**src/rtl/wb_pkg.sv**
```systemverilog
// rtl/wb_pkg.sv - shared types and constants for the two-master Wishbone arbiter
package wb_pkg;

    typedef enum logic [1:0] {
        ST_IDLE  = 2'd0,
        ST_OWN0  = 2'd1,
        ST_OWN1  = 2'd2,
        ST_ABORT = 2'd3
    } arb_state_t;

    localparam int TIMEOUT_DEF = 255;

    function automatic int sel_width(input int dat_w);
        return dat_w / 8;
    endfunction

endpackage

```
**src/rtl/wb_watchdog.sv**
```systemverilog
// rtl/wb_watchdog.sv - counts unanswered strobe cycles and flags expiry
module wb_watchdog
    import wb_pkg::*;
#(
    parameter int TIMEOUT = TIMEOUT_DEF
) (
    input  logic clk,
    input  logic reset,
    input  logic clr,
    input  logic en,
    output logic expired
);

    localparam logic [15:0] LAST = 16'(TIMEOUT - 1);

    logic [15:0] cnt;

    always_ff @(posedge clk or negedge reset) begin
        if (!reset) begin
            cnt <= '0;
        end else if (clr) begin
            cnt <= '0;
        end else if (en) begin
            cnt <= cnt + 16'd1;
        end
    end

    // Fires during the TIMEOUT-th unanswered strobe cycle itself.
    assign expired = en && !clr && (cnt == LAST);

endmodule

```
**src/rtl/wb_arb2.sv**
```systemverilog
// rtl/wb_arb2.sv - round-robin two-master Wishbone arbiter with strobe watchdog
module wb_arb2
    import wb_pkg::*;
#(
    parameter int ADR_W   = 32,
    parameter int DAT_W   = 32,
    parameter int TIMEOUT = TIMEOUT_DEF,
    localparam int SEL_W  = sel_width(DAT_W)
) (
    input  logic             clk,
    input  logic             reset,

    input  logic             m0_cyc,
    input  logic             m0_stb,
    input  logic             m0_we,
    input  logic [ADR_W-1:0] m0_adr,
    input  logic [SEL_W-1:0] m0_sel,
    input  logic [DAT_W-1:0] m0_dat_w,
    output logic [DAT_W-1:0] m0_dat_r,
    output logic             m0_ack,
    output logic             m0_err,

    input  logic             m1_cyc,
    input  logic             m1_stb,
    input  logic             m1_we,
    input  logic [ADR_W-1:0] m1_adr,
    input  logic [SEL_W-1:0] m1_sel,
    input  logic [DAT_W-1:0] m1_dat_w,
    output logic [DAT_W-1:0] m1_dat_r,
    output logic             m1_ack,
    output logic             m1_err,

    output logic             s_cyc,
    output logic             s_stb,
    output logic             s_we,
    output logic [ADR_W-1:0] s_adr,
    output logic [SEL_W-1:0] s_sel,
    output logic [DAT_W-1:0] s_dat_w,
    input  logic [DAT_W-1:0] s_dat_r,
    input  logic             s_ack,
    input  logic             s_err,

    output logic [1:0]       gnt,
    output logic [15:0]      timeout_cnt
);

    arb_state_t state, state_nxt;
    logic       ptr;
    logic       owner;
    logic       req_cyc, req_stb;
    logic       own0, own1;
    logic       resp;
    logic       wd_clr, wd_en, expired;

    assign own0 = (state == ST_OWN0);
    assign own1 = (state == ST_OWN1);

    always_ff @(posedge clk or negedge reset) begin
        if (!reset) begin
            state       <= ST_IDLE;
            ptr         <= 1'b1;
            owner       <= 1'b0;
            timeout_cnt <= '0;
        end else begin
            state <= state_nxt;
            if (state == ST_IDLE) begin
                owner <= (state_nxt == ST_OWN1);
            end
            // ptr remembers the last owner so the other master wins the next tie
            if (state != ST_IDLE && state_nxt == ST_IDLE) begin
                ptr <= owner;
            end
            if (expired && timeout_cnt != 16'hFFFF) begin
                timeout_cnt <= timeout_cnt + 16'd1;
            end
        end
    end

    always_comb begin
        state_nxt = state;
        unique case (state)
            ST_IDLE: begin
                if (m0_cyc && m1_cyc) begin
                    state_nxt = ptr ? ST_OWN0 : ST_OWN1;
                end else if (m0_cyc) begin
                    state_nxt = ST_OWN0;
                end else if (m1_cyc) begin
                    state_nxt = ST_OWN1;
                end
            end
            ST_OWN0: begin
                if (!m0_cyc) begin
                    state_nxt = ST_IDLE;
                end else if (expired) begin
                    state_nxt = ST_ABORT;
                end
            end
            ST_OWN1: begin
                if (!m1_cyc) begin
                    state_nxt = ST_IDLE;
                end else if (expired) begin
                    state_nxt = ST_ABORT;
                end
            end
            ST_ABORT: begin
                if (!(owner ? m1_cyc : m0_cyc)) begin
                    state_nxt = ST_IDLE;
                end
            end
            default: state_nxt = ST_IDLE;
        endcase
    end

    always_comb begin
        req_cyc = 1'b0;
        req_stb = 1'b0;
        s_we    = 1'b0;
        s_adr   = '0;
        s_sel   = '0;
        s_dat_w = '0;
        gnt     = 2'b00;
        unique case (state)
            ST_OWN0: begin
                req_cyc = m0_cyc;
                req_stb = m0_cyc & m0_stb;
                s_we    = m0_we;
                s_adr   = m0_adr;
                s_sel   = m0_sel;
                s_dat_w = m0_dat_w;
                gnt     = 2'b01;
            end
            ST_OWN1: begin
                req_cyc = m1_cyc;
                req_stb = m1_cyc & m1_stb;
                s_we    = m1_we;
                s_adr   = m1_adr;
                s_sel   = m1_sel;
                s_dat_w = m1_dat_w;
                gnt     = 2'b10;
            end
            ST_ABORT: gnt = owner ? 2'b10 : 2'b01;
            default: ;
        endcase
    end

    assign resp   = s_ack | s_err;
    assign wd_en  = req_stb & ~resp;
    assign wd_clr = ~(own0 | own1) | resp;

    wb_watchdog #(
        .TIMEOUT (TIMEOUT)
    ) u_watchdog (
        .clk     (clk),
        .reset   (reset),
        .clr     (wd_clr),
        .en      (wd_en),
        .expired (expired)
    );

    // The expiry cycle withdraws the request from the slave immediately.
    assign s_cyc = req_cyc & ~expired;
    assign s_stb = req_stb & ~expired;

    assign m0_dat_r = s_dat_r;
    assign m1_dat_r = s_dat_r;
    assign m0_ack   = s_ack & own0 & m0_stb;
    assign m1_ack   = s_ack & own1 & m1_stb;
    assign m0_err   = own0 & ((s_err & m0_stb) | expired);
    assign m1_err   = own1 & ((s_err & m1_stb) | expired);

endmodule

```
**config.mk**
```make
export PLATFORM = sky130hd
export DESIGN_NAME = wb_arb2
export DESIGN_NICKNAME = d
export VERILOG_FILES = /design/src/rtl/wb_pkg.sv /design/src/rtl/wb_watchdog.sv /design/src/rtl/wb_arb2.sv
export SDC_FILE = /design/constraint.sdc
export NUM_CORES = 1
export LEC_CHECK = 0
export BUFFER_PORTS_ARGS = -buffer_cell sky130_fd_sc_hd__buf_2
export CAP_MARGIN = 20
export CORE_AREA = 2 2 129 131
export CTS_CLUSTER_DIAMETER = 150
export DETAILED_ROUTE_END_ITERATION = 12
export DIE_AREA = 0 0 131 133
export GPL_ROUTABILITY_DRIVEN = 0
export PLACE_DENSITY = 0.65
export SYNTH_ARGS = -nofsm -noshare
export SYNTH_HDL_FRONTEND = slang
export SYNTH_SLANG_ARGS = --single-unit
```
**constraint.sdc**
```tcl
create_clock -name clk -period 5.2 [get_ports clk]
set_input_delay 1.04 -clock clk [delete_from_list [all_inputs] [get_ports clk]]
set_output_delay 1.04 -clock clk [all_outputs]
set_load 0.03 [all_outputs]
```
==> results of run 1 <==
[cell usage after synthesis (all sizes together) (8+ instances only)]
cell / number / area [um^2]
xnor2: 19 / 166
nand2: 23 / 86.3
buf: 69 / 519
nand4: 8 / 50.1
nor2b: 74 / 463
a22oi: 70 / 526
dfrtp: 35 / 876
clkbuf: 25 / 93.8
nand3: 12 / 60.1
and3: 12 / 75.1
nor2: 18 / 67.6
nor3: 8 / 40.0
ha: 8 / 100
[report_power, final]
part           total, uW  internal [uW]  switching (uW)  leakage, uW
registers            315            296            19.0     0.000496
logic               1410            487             926      0.00168
clock network        304            189             115    0.0000766
[worst max-delay path: stages, from the launching register on]
cell	delay, ns
dfrtp_1	0.49
inv_1	0.14
ha_2	0.35
or3b_1	0.61
or4_4	0.63
or2_1	0.41
a21boi_0	0.23
buf_2	0.22
[registers in the layout, summed over array words and instances, names as in the netlist]
| name | cells |
|---|---|
| state | 2 |
| ptr | 1 |
| timeout_cnt | 16 |
| owner | 1 |
| u_watchdog.cnt | 16 |
[cell type report]
type | count | area share [%]
repair buffers | 241 | 26.3
flip-flops and latches | 36 | 19.6
clock inverters | 2 | 0.217
multi-input cells | 303 | 44.5
inverters | 5 | 0.407
well taps | 220 | 5.97
clock buffers | 6 | 3.01
[final timing paths]
| path | startpoint | end | slack [ns] |
|---|---|---|---|
| setup / recovery | state[1] | m1_err | 0.79 |
| hold / removal | timeout_cnt[10] | timeout_cnt[10] | 0.50 |
| setup reg to reg | state[1] | timeout_cnt[1] | 1.75 |
| hold reg to reg | timeout_cnt[10] | timeout_cnt[10] | 0.50 |
| max in group asynchronous | reset | u_watchdog.cnt[12] | 3.79 |
| min in group asynchronous | reset | timeout_cnt[7] | 0.86 |
[cells by family after synthesis]
family          Yosys count
compound gates           92
buf+inv                  99
flops                    36
xor+xnor                 26
mux                       4
simple gates            173
fa+ha+maj                 8
[per-stage QoR]
| stage | setup WS (ns) | instance area (um^2) | total power [uW] | utilization, % |
|---|---|---|---|---|
| 2_1_floorplan | 1.01 | 3580 | 1440 | - |
| 4_1_cts | 0.745 | 4610 | 2050 | 28.5 |
| 3_5_place_dp | 0.842 | 4460 | 1740 | 27.6 |
| 5_1_grt | 0.556 | 4610 | 2170 | 28.5 |
| 6_report | 0.788 | 4610 | 2030 | 28.5 |
| 3_3_place_gp | 0.866 | 4460 | 1730 | 27.6 |
[layer usage]
layer / share of wire (%) / vias up
met5: 0 / -
met1: 47 / 1647
met3: 8.4 / 43
li1: - / 1784
met4: 2.0 / 0
met2: 43 / 164
==> impl_results.md, run 1 <==
- Post-synth ARST share: 100%
- Starting density of the core: 22.1%
- Worst clock skew: 0.00522 ns
- TritonRoute pass-1 iters: 4
- Rows: 47
- Critical Path AT: 3.37 ns
- Largest net degree at the start of global routing: 75
- Post-synthesis xor/xnor area fraction: 6.37%
- Hold Path Class: reg -> reg
- Element type at the critical path end: output pin
- Leakage dissipation: 0.00226 uW
- Post-CTS Setup Repair Bufs: 0
- GRT Overall Usage: 13.3%
- VDD IR max: 0.473 mV
- Commonest non-fill, non-tap cell in the layout: buf_2
- CP required: 4.16 ns
- Number of DRC markers in iteration 0: 222
- Wire per inst: 15.2 um
- Fin cells: 813
- Clock sinks: 36
- Grt ovf: 0
- Routed WL: 12.4 mm
- RSZ-0062 raised after global routing: false
- Min-Delay Path Depth: 1
- CTS clk-pin slew, worst paths: 0.06 ns
- Post-CTS resize count: 0
- Commonest non-fill, non-tap cells in the layout: buf_2, nor2b_1, a22oi_1
- PD cells: 441 nW/um^2
- Compound-Gate Fraction of Synth Area: 19.1%
- Htree depth: 2
- Placed Cells incl. Taps: 805
- Fin Hold WS: 0.500 ns
- Fraction of layout cells with a size suffix above 1: 44.0%
- Fraction of the yosys area taken by sequential cells: 25.2%
- First-pass GRT wire length: 18.1 mm
- Max Buffers Root-to-Sink: 2
- Kind of critical path: reg -> out
- Main synth FF type: dfrtp_1
- Clk Latency, worst-skew pair: 0.28 ns
- Fillers: 1,768
- Reg2Reg Depth: 6
- Area of the multi-input gates: 2050 um^2
- Minimum clock period: 4.41 ns
- Outcome: completed
- Number of diodes: 0
- CP Max Fanout: 18
- Core Region: 16,200 um^2
- Syn nets: 624
- Max Cap Violations: 0
- Area of the die: 17,400 um^2
- Startpoint types: flop
- # setup viols final: 0
- Met3 global-route usage: 3.76%
- Antenna viol nets, final: 0
- DR vias: 3,638
- Synth Area in Simple Gates: 27.6%
- GRT Max-Usage Layer: met2
- Number of global-route vias before repair: 3,416
- Top-Level Pins: 335
- Final Slew Violations: 0
- Antenna violations before repair: 0
- Grt met1 use: 18.7%
- Post-synthesis mux area share: 1.26%
- Register area: 902 um^2
- Slew HR: 42.1%
- Via/cell ratio: 4.47
- Synth Area in Adders: 2.80%
- Hold Fails Final Rpt: 0
- Least-Margin Pin Slew: 0.867 ns
- Hold Buf Count CTS: 0
- DR DRC count: 0
- Number of enable flip-flop cells after synthesis: 0
- Height of the die: 133 um
- #FFs+latches synth: 36
- Yosys warning count: 0
- Clock Tree Root: clkbuf_16
- Die W: 131 um
- Met2 Track Usage GR: 19.8%
- Setup_tns: 0 ns
- Post-synthesis cell type count: 45
- CTS buffer count: 5
- CTS tree: yes
- Syn Inst Count: 438
- Tcrit/Tclk final: 84.8%
- Layout Nets: 778
- Main combinational cell family by area after synthesis: simple AND/OR/NAND/NOR gates
- HPWL after DPL: 9.87 mm
- Buffers on Ports: 238
- Layout area overhead: 28.9%
- Mean Syn Cell Area: 8.16 um^2
- Synthesized area: 3580 um^2
- Fmax: 227 MHz
(Power assumes the default switching activity.)
==> run 2, diff against run 1 <==
--- a/config.mk
+++ b/config.mk
@@ -5,14 +5,15 @@
 export SDC_FILE = /design/constraint.sdc
 export NUM_CORES = 1
 export LEC_CHECK = 0
+export ABC_AREA = 1
 export BUFFER_PORTS_ARGS = -buffer_cell sky130_fd_sc_hd__buf_2
 export CAP_MARGIN = 20
-export CORE_AREA = 2 2 129 131
+export CORE_AREA = 2 2 132 134
 export CTS_CLUSTER_DIAMETER = 150
 export DETAILED_ROUTE_END_ITERATION = 12
-export DIE_AREA = 0 0 131 133
+export DIE_AREA = 0 0 134 136
 export GPL_ROUTABILITY_DRIVEN = 0
-export PLACE_DENSITY = 0.65
+export PLACE_DENSITY = 0.64
 export SYNTH_ARGS = -nofsm -noshare
 export SYNTH_HDL_FRONTEND = slang
 export SYNTH_SLANG_ARGS = --single-unit
==> constraint.sdc (replaced) <==
create_clock -name clk -period 4.6 [get_ports clk]
set_input_delay 0.92 -clock clk [delete_from_list [all_inputs] [get_ports clk]]
set_output_delay 0.92 -clock clk [all_outputs]
set_load 0.03 [all_outputs]
==> impl_results.md, run 2 <==
- Outcome: completed (unchanged)
- Rows: 48 (was 47)
- Yosys warning count: 0 (unchanged)
- # setup viols final: 0 (unchanged)
- Clock sinks: 36 (unchanged)
- Mean Syn Cell Area: 6.27 um^2 (was 8.16 um^2)
- Fillers: 1,871 (was 1,768)
- Setup_tns: 0 ns (unchanged)
- Core Region: 16,900 um^2 (was 16,200 um^2)
- Logic pwr share: 74.3% (was 69.5%)
- Layout Nets: 941 (was 778)
- Die W: 134 um (was 131 um)
- CP required: 3.68 ns (was 4.16 ns)
- Fraction of the yosys area taken by sequential cells: 24.5% (was 25.2%)
- Synthesized area: 3670 um^2 (was 3580 um^2)
- Slew HR: 41.5% (was 42.1%)
- TritonRoute pass-1 iters: 4 (unchanged)
- CTS tree: yes (unchanged)
- Number of DRC markers in iteration 0: 219 (was 222)
- Via/cell ratio: 4.40 (was 4.47)
- Largest net degree at the start of global routing: 50 (was 75)
- Wire per inst: 16.4 um (was 15.2 um)
- Grt ovf: 0 (unchanged)
- DR DRC count: 0 (unchanged)
- Post-CTS Setup Repair Bufs: 0 (unchanged)
- Number of enable flip-flop cells after synthesis: 0 (unchanged)
- Top-count cell post-synth: nand2_1 (was nor2b_1)
- CP max-delay cell: ha_2 (was or4_4)
- Fraction of layout cells with a size suffix above 1: 37.0% (was 44.0%)
- Layout area overhead: 30.6% (was 28.9%)
- HPWL after DPL: 13.6 mm (was 9.87 mm)
- Number of diodes: 0 (unchanged)
- Clock share of power: 12.3% (was 15.0%)
- Antenna violations before repair: 1 (was 0)
- Hold-critical path endpoint: ptr (was timeout_cnt[10])
- Max Buffers Root-to-Sink: 2 (unchanged)
- CTS clk-pin slew, worst paths: 0.05 ns (was 0.06 ns)
- Startpoint types: flop (unchanged)
- Tcrit/Tclk final: 80.4%
- CP top delay family: adder cells (was simple AND/OR/NAND/NOR gates)
- #FFs+latches synth: 36 (unchanged)
- Syn Inst Count: 586 (was 438)
- Critical R2R Launch: state[1] (unchanged)
- DR vias: 4,314 (was 3,638)
- Critical path's largest stage delay: 0.73 ns (was 0.63 ns)
- Worst clock skew: 0.00339 ns (was 0.00522 ns)
- Post-synthesis cell type count: 36 (was 45)
- Syn nets: 772 (was 624)
- Min-delay src: ptr (was timeout_cnt[10])
- Fin util: 28.4% (was 28.5%)
- Top-Level Pins: 335 (unchanged)
- Post-synth ARST share: 100% (unchanged)
- Internal power: 1050 uW (was 972 uW)
- Leakage dissipation: 0.00251 uW (was 0.00226 uW)
- Least-Margin Pin Slew: 0.878 ns (was 0.867 ns)
- PD cells: 555 nW/um^2 (was 441 nW/um^2)
- FF-to-FF End: timeout_cnt[14] (was timeout_cnt[1])
- Sw frac: 60.7% (was 52.2%)
- Most frequent CP cell: nand3_2
- Post-CTS resize count: 0 (unchanged)
- RSZ-0062 raised after global routing: false (unchanged)
- Clk Latency, worst-skew pair: 0.28 ns (about the same)
- Sw power: 1620 uW (was 1060 uW)
- Area leader, netlist: dfrtp_1 (unchanged)
- Fin Hold WS: 0.474 ns (was 0.500 ns)
- Hold Buf Count CTS: 0 (unchanged)
- Overall power: 2660 uW (was 2030 uW)
- R2R Setup Slk: 1.88 ns (was 1.75 ns)
- CTS buffer count: 5 (unchanged)
- Htree depth: 2 (unchanged)
- Antenna viol nets, final: 0 (unchanged)
- Area of the die: 18,200 um^2 (was 17,400 um^2)
- Min-Delay Path Depth: 2 (was 1)
- CP Max Fanout: 39 (was 18)
- Final Slew Violations: 0 (unchanged)
- VDD IR max: 0.261 mV (was 0.473 mV)
- Largest registers: timeout_cnt (16), u_watchdog.cnt (16), state (2) (unchanged)
- Height of the die: 136 um (was 133 um)
- GRT Overall Usage: 16.5% (was 13.3%)
- Seq pwr share: 13.5% (was 15.5%)
- Yosys top cell area share: 23.8% (was 24.5%)
- Max Cap Violations: 0 (unchanged)
- Number of global-route vias before repair: 3,861 (was 3,416)
- Commonest non-fill, non-tap cell in the layout: buf_2 (unchanged)
- Clock Tree Root: clkbuf_16 (unchanged)
- Routed WL: 16.1 mm (was 12.4 mm)
- Reg2Reg Depth: 8 (was 6)
- Critical Path AT: 2.78 ns (was 3.37 ns)
- Kind of critical path: reg -> out (unchanged)
- Commonest non-fill, non-tap cells in the layout: buf_2, nand2_1, a21oi_1 (was buf_2, nor2b_1, a22oi_1)
- Fmax: 270 MHz
- Hold Path Class: reg -> reg (unchanged)
- Commonest cells post-synth: nand2_1, a21oi_1, buf_4 (was nor2b_1, a22oi_1, buf_4)
- Buf+Inv Stages, Crit Path: 2 (unchanged)
- Minimum clock period: 3.70 ns
- Buffers on Ports: 238 (unchanged)
- Element type at the critical path end: output pin (unchanged)
- Hold Fails Final Rpt: 0 (unchanged)
- CP cell instances: inv_1, ha_2, nand3_2, a21oi_4, nand3_2, a21oi_1, buf_2 (was inv_1, ha_2, or3b_1, or4_4, or2_1, a21boi_0, buf_2)
- Starting density of the core: 21.8% (was 22.1%)
- Synth top area cells: dfrtp_1, nand2_1, buf_4, a21oi_1, inv_1 (was dfrtp_1, a22oi_1, buf_4, nor2b_1, xnor2_1)
- First-pass GRT wire length: 22.5 mm (was 18.1 mm)
- Main synth FF type: dfrtp_1 (unchanged)
## run 2: cell types whose count changed after synthesis, moves of 16 or more
cell     change
xnor2_1     -16
a21oi_1     +82
nor2b_1     -74
inv_1       +38
a22oi_1     -70
nand2_1    +175
## run 2: power groups by stage
stage | sequential, uW | clock, uW | combinational, uW
after floorplan | 358 | 0 | 1380
final | 359 | 327 | 1980
after global placement | 362 | 0 | 2000
after detailed placement | 364 | 0 | 2010
after global routing | 362 | 345 | 2150
after CTS | 358 | 332 | 2010
## run 2: how the worst max path moves through the flow
stage	start	end	slack, ns	depth (start not counted)
4_1_cts	state[0]	m0_err	0.85	7
2_1_floorplan	s_err	m0_err	1.68	5
5_1_grt	state[1]	m0_err	0.69	7
6_report	state[1]	m0_err	0.90	7
3_3_place_gp	state[0]	m0_err	1.21	7
3_5_place_dp	state[0]	m0_err	1.16	7
## run 2: cell type report
| type | count | area [um^2] | area share (%) |
|---|---|---|---|
| Multi-Input combinational cell | 414 | 2020 | 42.1 |
| Clock inverter | 1 | 5.00 | 0.104 |
| Tap cell | 225 | 282 | 5.86 |
| Sequential cell | 36 | 902 | 18.8 |
| Timing Repair Buffer | 249 | 1270 | 26.5 |
| Inverter | 49 | 184 | 3.83 |
| Clock buffer | 7 | 133 | 2.76 |
## run 2: through the flow
step | setup WS [ns] | area, um^2 | instances
finish | 0.902 | 4800 | 981
global route | 0.694 | 4800 | 981
CTS | 0.853 | 4800 | 981
detailed placement | 1.16 | 4660 | 973
global placement | 1.21 | 4660 | 973
floorplan | 1.68 | 3670 | 586
## run 2: kinds of logic (layout without fill, tap and decap cells)
group / count (synthesis) / count (layout) / synth area share (%)
AND/OR/NAND/NOR: 278 / 278 / 31.7
buffers and inverters: 136 / 306 / 20.6
AO/OA/AOI/OAI: 113 / 113 / 16.9
flip-flops: 36 / 36 / 24.5
XOR/XNOR: 15 / 15 / 3.58
adder cells (fa/ha/maj): 8 / 8 / 2.72
## run 2: worst reg2reg max path, delay by kind of cell (launching register included)
kind | cells | cell delay [ns]
compound gates | 1 | 0.24
fa+ha+maj | 1 | 0.73
xor+xnor | 1 | 0.14
buf+inv | 1 | 0.18
flops | 1 | 0.43
simple gates | 4 | 0.89
## run 2: metal layers
layer | part of all wire [%] | global-route usage, % | routed length, um
met1 | 42 | 21.2 | 6820
met2 | 42 | 24.1 | 6750
met3 | 13 | 8.58 | 2130
met4 | 2.1 | 4.20 | 333
met5 | 0.081 | 0 | 13
==> run 3, diff against run 2 <==
==> constraint.sdc (replaced) <==
create_clock -name clk -period 3.6 [get_ports clk]
set_input_delay 0.72 -clock clk [delete_from_list [all_inputs] [get_ports clk]]
set_output_delay 0.72 -clock clk [all_outputs]
set_load 0.03 [all_outputs]
==> impl_results.md, run 3 (synthesis results as in run 2) <==
- Outcome: completed (unchanged)
- Die W: 134 um (unchanged)
- Hold Path Class: reg -> reg (unchanged)
- Least-Margin Pin Slew: 0.801 ns (was 0.878 ns)
- Post-CTS resize count: 0 (unchanged)
- Startpoint types: flop (unchanged)
- Final instance area: 4780 um^2 (was 4800 um^2)
- Starting density of the core: 21.8% (unchanged)
- Kind of critical path: reg -> out (unchanged)
- Hold Buf Count CTS: 0 (unchanged)
- Seq pwr share: 13.7% (was 13.5%)
- Height of the die: 136 um (unchanged)
- Largest net degree at the start of global routing: 71 (was 50)
- Commonest non-fill, non-tap cells in the layout: buf_2, nand2_1, a21oi_1 (unchanged)
- Reg2Reg Depth: 8 (unchanged)
- Clk Latency, worst-skew pair: 0.28 ns (about the same)
- # setup viols final: 0 (unchanged)
- Critical Path AT: 2.41 ns (was 2.78 ns)
- Post-CTS Setup Repair Bufs: 0 (unchanged)
- Layout area overhead: 30.2% (was 30.6%)
- Fmax: 320 MHz
- Post-DP Area: 4630 um^2 (was 4660 um^2)
- Min-delay src: ptr (unchanged)
- Hold-critical path endpoint: ptr (unchanged)
- Buffers on Ports: 238 (unchanged)
- Slew HR: 46.6% (was 41.5%)
- RSZ-0062 raised after global routing: false (unchanged)
- Core Region: 16,900 um^2 (unchanged)
- Worst Setup SP: state[0] (was state[1])
- Number of global-route vias before repair: 3,779 (was 3,861)
- CP required: 2.88 ns (was 3.68 ns)
- Grt ovf: 0 (unchanged)
- Element type at the critical path end: output pin (unchanged)
- R2R Setup Slk: 1.38 ns (was 1.88 ns)
- Final Slew Violations: 0 (unchanged)
- HPWL after DPL: 13.9 mm (was 13.6 mm)
- Setup_tns: 0 ns (unchanged)
- Fin util: 28.4% (about the same)
- GRT Overall Usage: 16.7% (was 16.5%)
- Internal power: 1290 uW (was 1050 uW)
- Max Cap Violations: 0 (unchanged)
- Clock Tree Root: clkbuf_16 (unchanged)
- VDD IR max: 0.398 mV (was 0.261 mV)
- Hold Fails Final Rpt: 0 (unchanged)
- Antenna violations before repair: 6 (was 1)
- Leakage dissipation: 0.00249 uW (was 0.00251 uW)
- Fraction of layout cells with a size suffix above 1: 36.8% (was 37.0%)
- Fin Hold WS: 0.461 ns (was 0.474 ns)
- Logic pwr share: 73.6% (was 74.3%)
- Sw power: 2050 uW (was 1620 uW)
- Wire per inst: 16.8 um (was 16.4 um)
- Antenna viol nets, final: 0 (unchanged)
- TritonRoute pass-1 iters: 4 (unchanged)
- Sw frac: 61.3% (was 60.7%)
- CP Max Fanout: 37 (was 39)
- CTS tree: yes (unchanged)
- Top-Level Pins: 335 (unchanged)
- Minimum clock period: 3.13 ns
- Min-Delay Path Depth: 2 (unchanged)
- Clock share of power: 12.7% (was 12.3%)
- Fin cells: 979 (was 981)
- Largest registers: timeout_cnt (16), u_watchdog.cnt (16), state (2) (unchanged)
- Tcrit/Tclk final: 86.9%
- Placed Cells incl. Taps: 967 (was 973)
- Number of DRC markers in iteration 0: 169 (was 219)
- PD cells: 699 nW/um^2 (was 555 nW/um^2)
- Commonest non-fill, non-tap cell in the layout: buf_2 (unchanged)
- Rows: 48 (unchanged)
- CTS clk-pin slew, worst paths: 0.06 ns (was 0.05 ns)
- DR vias: 4,356 (was 4,314)
- Worst clock skew: 0.00615 ns (was 0.00339 ns)
- Fillers: 1,920 (was 1,871)
- FF-to-FF End: timeout_cnt[14] (unchanged)
- Htree depth: 2 (unchanged)
- DR DRC count: 0 (unchanged)
- Critical R2R Launch: state[0] (was state[1])
- Max Buffers Root-to-Sink: 2 (unchanged)
- CTS buffer count: 5 (unchanged)
- Layout Nets: 935 (was 941)
- Clock sinks: 36 (unchanged)
- First-pass GRT wire length: 22.5 mm (about the same)
- Routed WL: 16.4 mm (was 16.1 mm)
- Via/cell ratio: 4.45 (was 4.40)
- Area of the die: 18,200 um^2 (unchanged)
## run 3: cell count changes in the layout (fill, tap and decap cells not counted)
| cell | delta |
|---|---|
| clkinv_2 | +1 |
| clkbuf_1 | -2 |
| clkinv_4 | +1 |
| diode_2 | +4 |
| buf_12 | +1 |
| buf_4 | -7 |
## run 3: stage by stage
step	setup WS [ns]	total power, uW
after global routing	0.283	3610
after CTS	0.434	3400
after floorplan	0.903	2220
final	0.473	3340
after detailed placement	0.755	2970
after global placement	0.765	2970
## run 3: area by class of cell
cell class / count / area, um^2 / area share [%]
clock buffer: 5 / 125 / 2.62
inverter: 49 / 184 / 3.84
sequential: 36 / 902 / 18.9
antenna: 4 / 10.0 / 0.209
multi-input combinational: 414 / 2020 / 42.3
tap: 225 / 282 / 5.88
timing repair buffer: 243 / 1240 / 25.9
clock inverter: 3 / 18.8 / 0.392
## run 3: power groups by stage
stage                     Clock, uW  Sequential (uW)  Combinational [uW]
after floorplan                   0              458                1770
after global placement            0              463                2510
after detailed placement          0              464                2500
after CTS                       434              457                2510
after global routing            458              462                2690
final                           425              457                2460
## run 3: routing by layer
metal	part of all wire [%]	up-vias	global-route usage (%)
met5	0.19	-	0
met4	2.2	6	5.32
met3	10	27	6.60
met2	44	225	25.4
met1	43	1940	21.6
li1	-	2158	-
## run 3: how the worst max path moves through the flow
stage / cells after the start / end
after global placement: 6 / s_dat_w[26]
after CTS: 6 / s_dat_w[26]
after detailed placement: 6 / s_dat_w[26]
after floorplan: 7 / s_adr[31]
after global routing: 6 / s_dat_w[26]
final: 6 / s_dat_w[26]
## run 3: critical path, stage by stage, from the launching register on
cell and delay (ns):
dfrtp_1 0.44, inv_1 0.13, ha_1 0.38, inv_2 0.52
buf_4 0.36, a21oi_1 0.06, buf_2 0.20
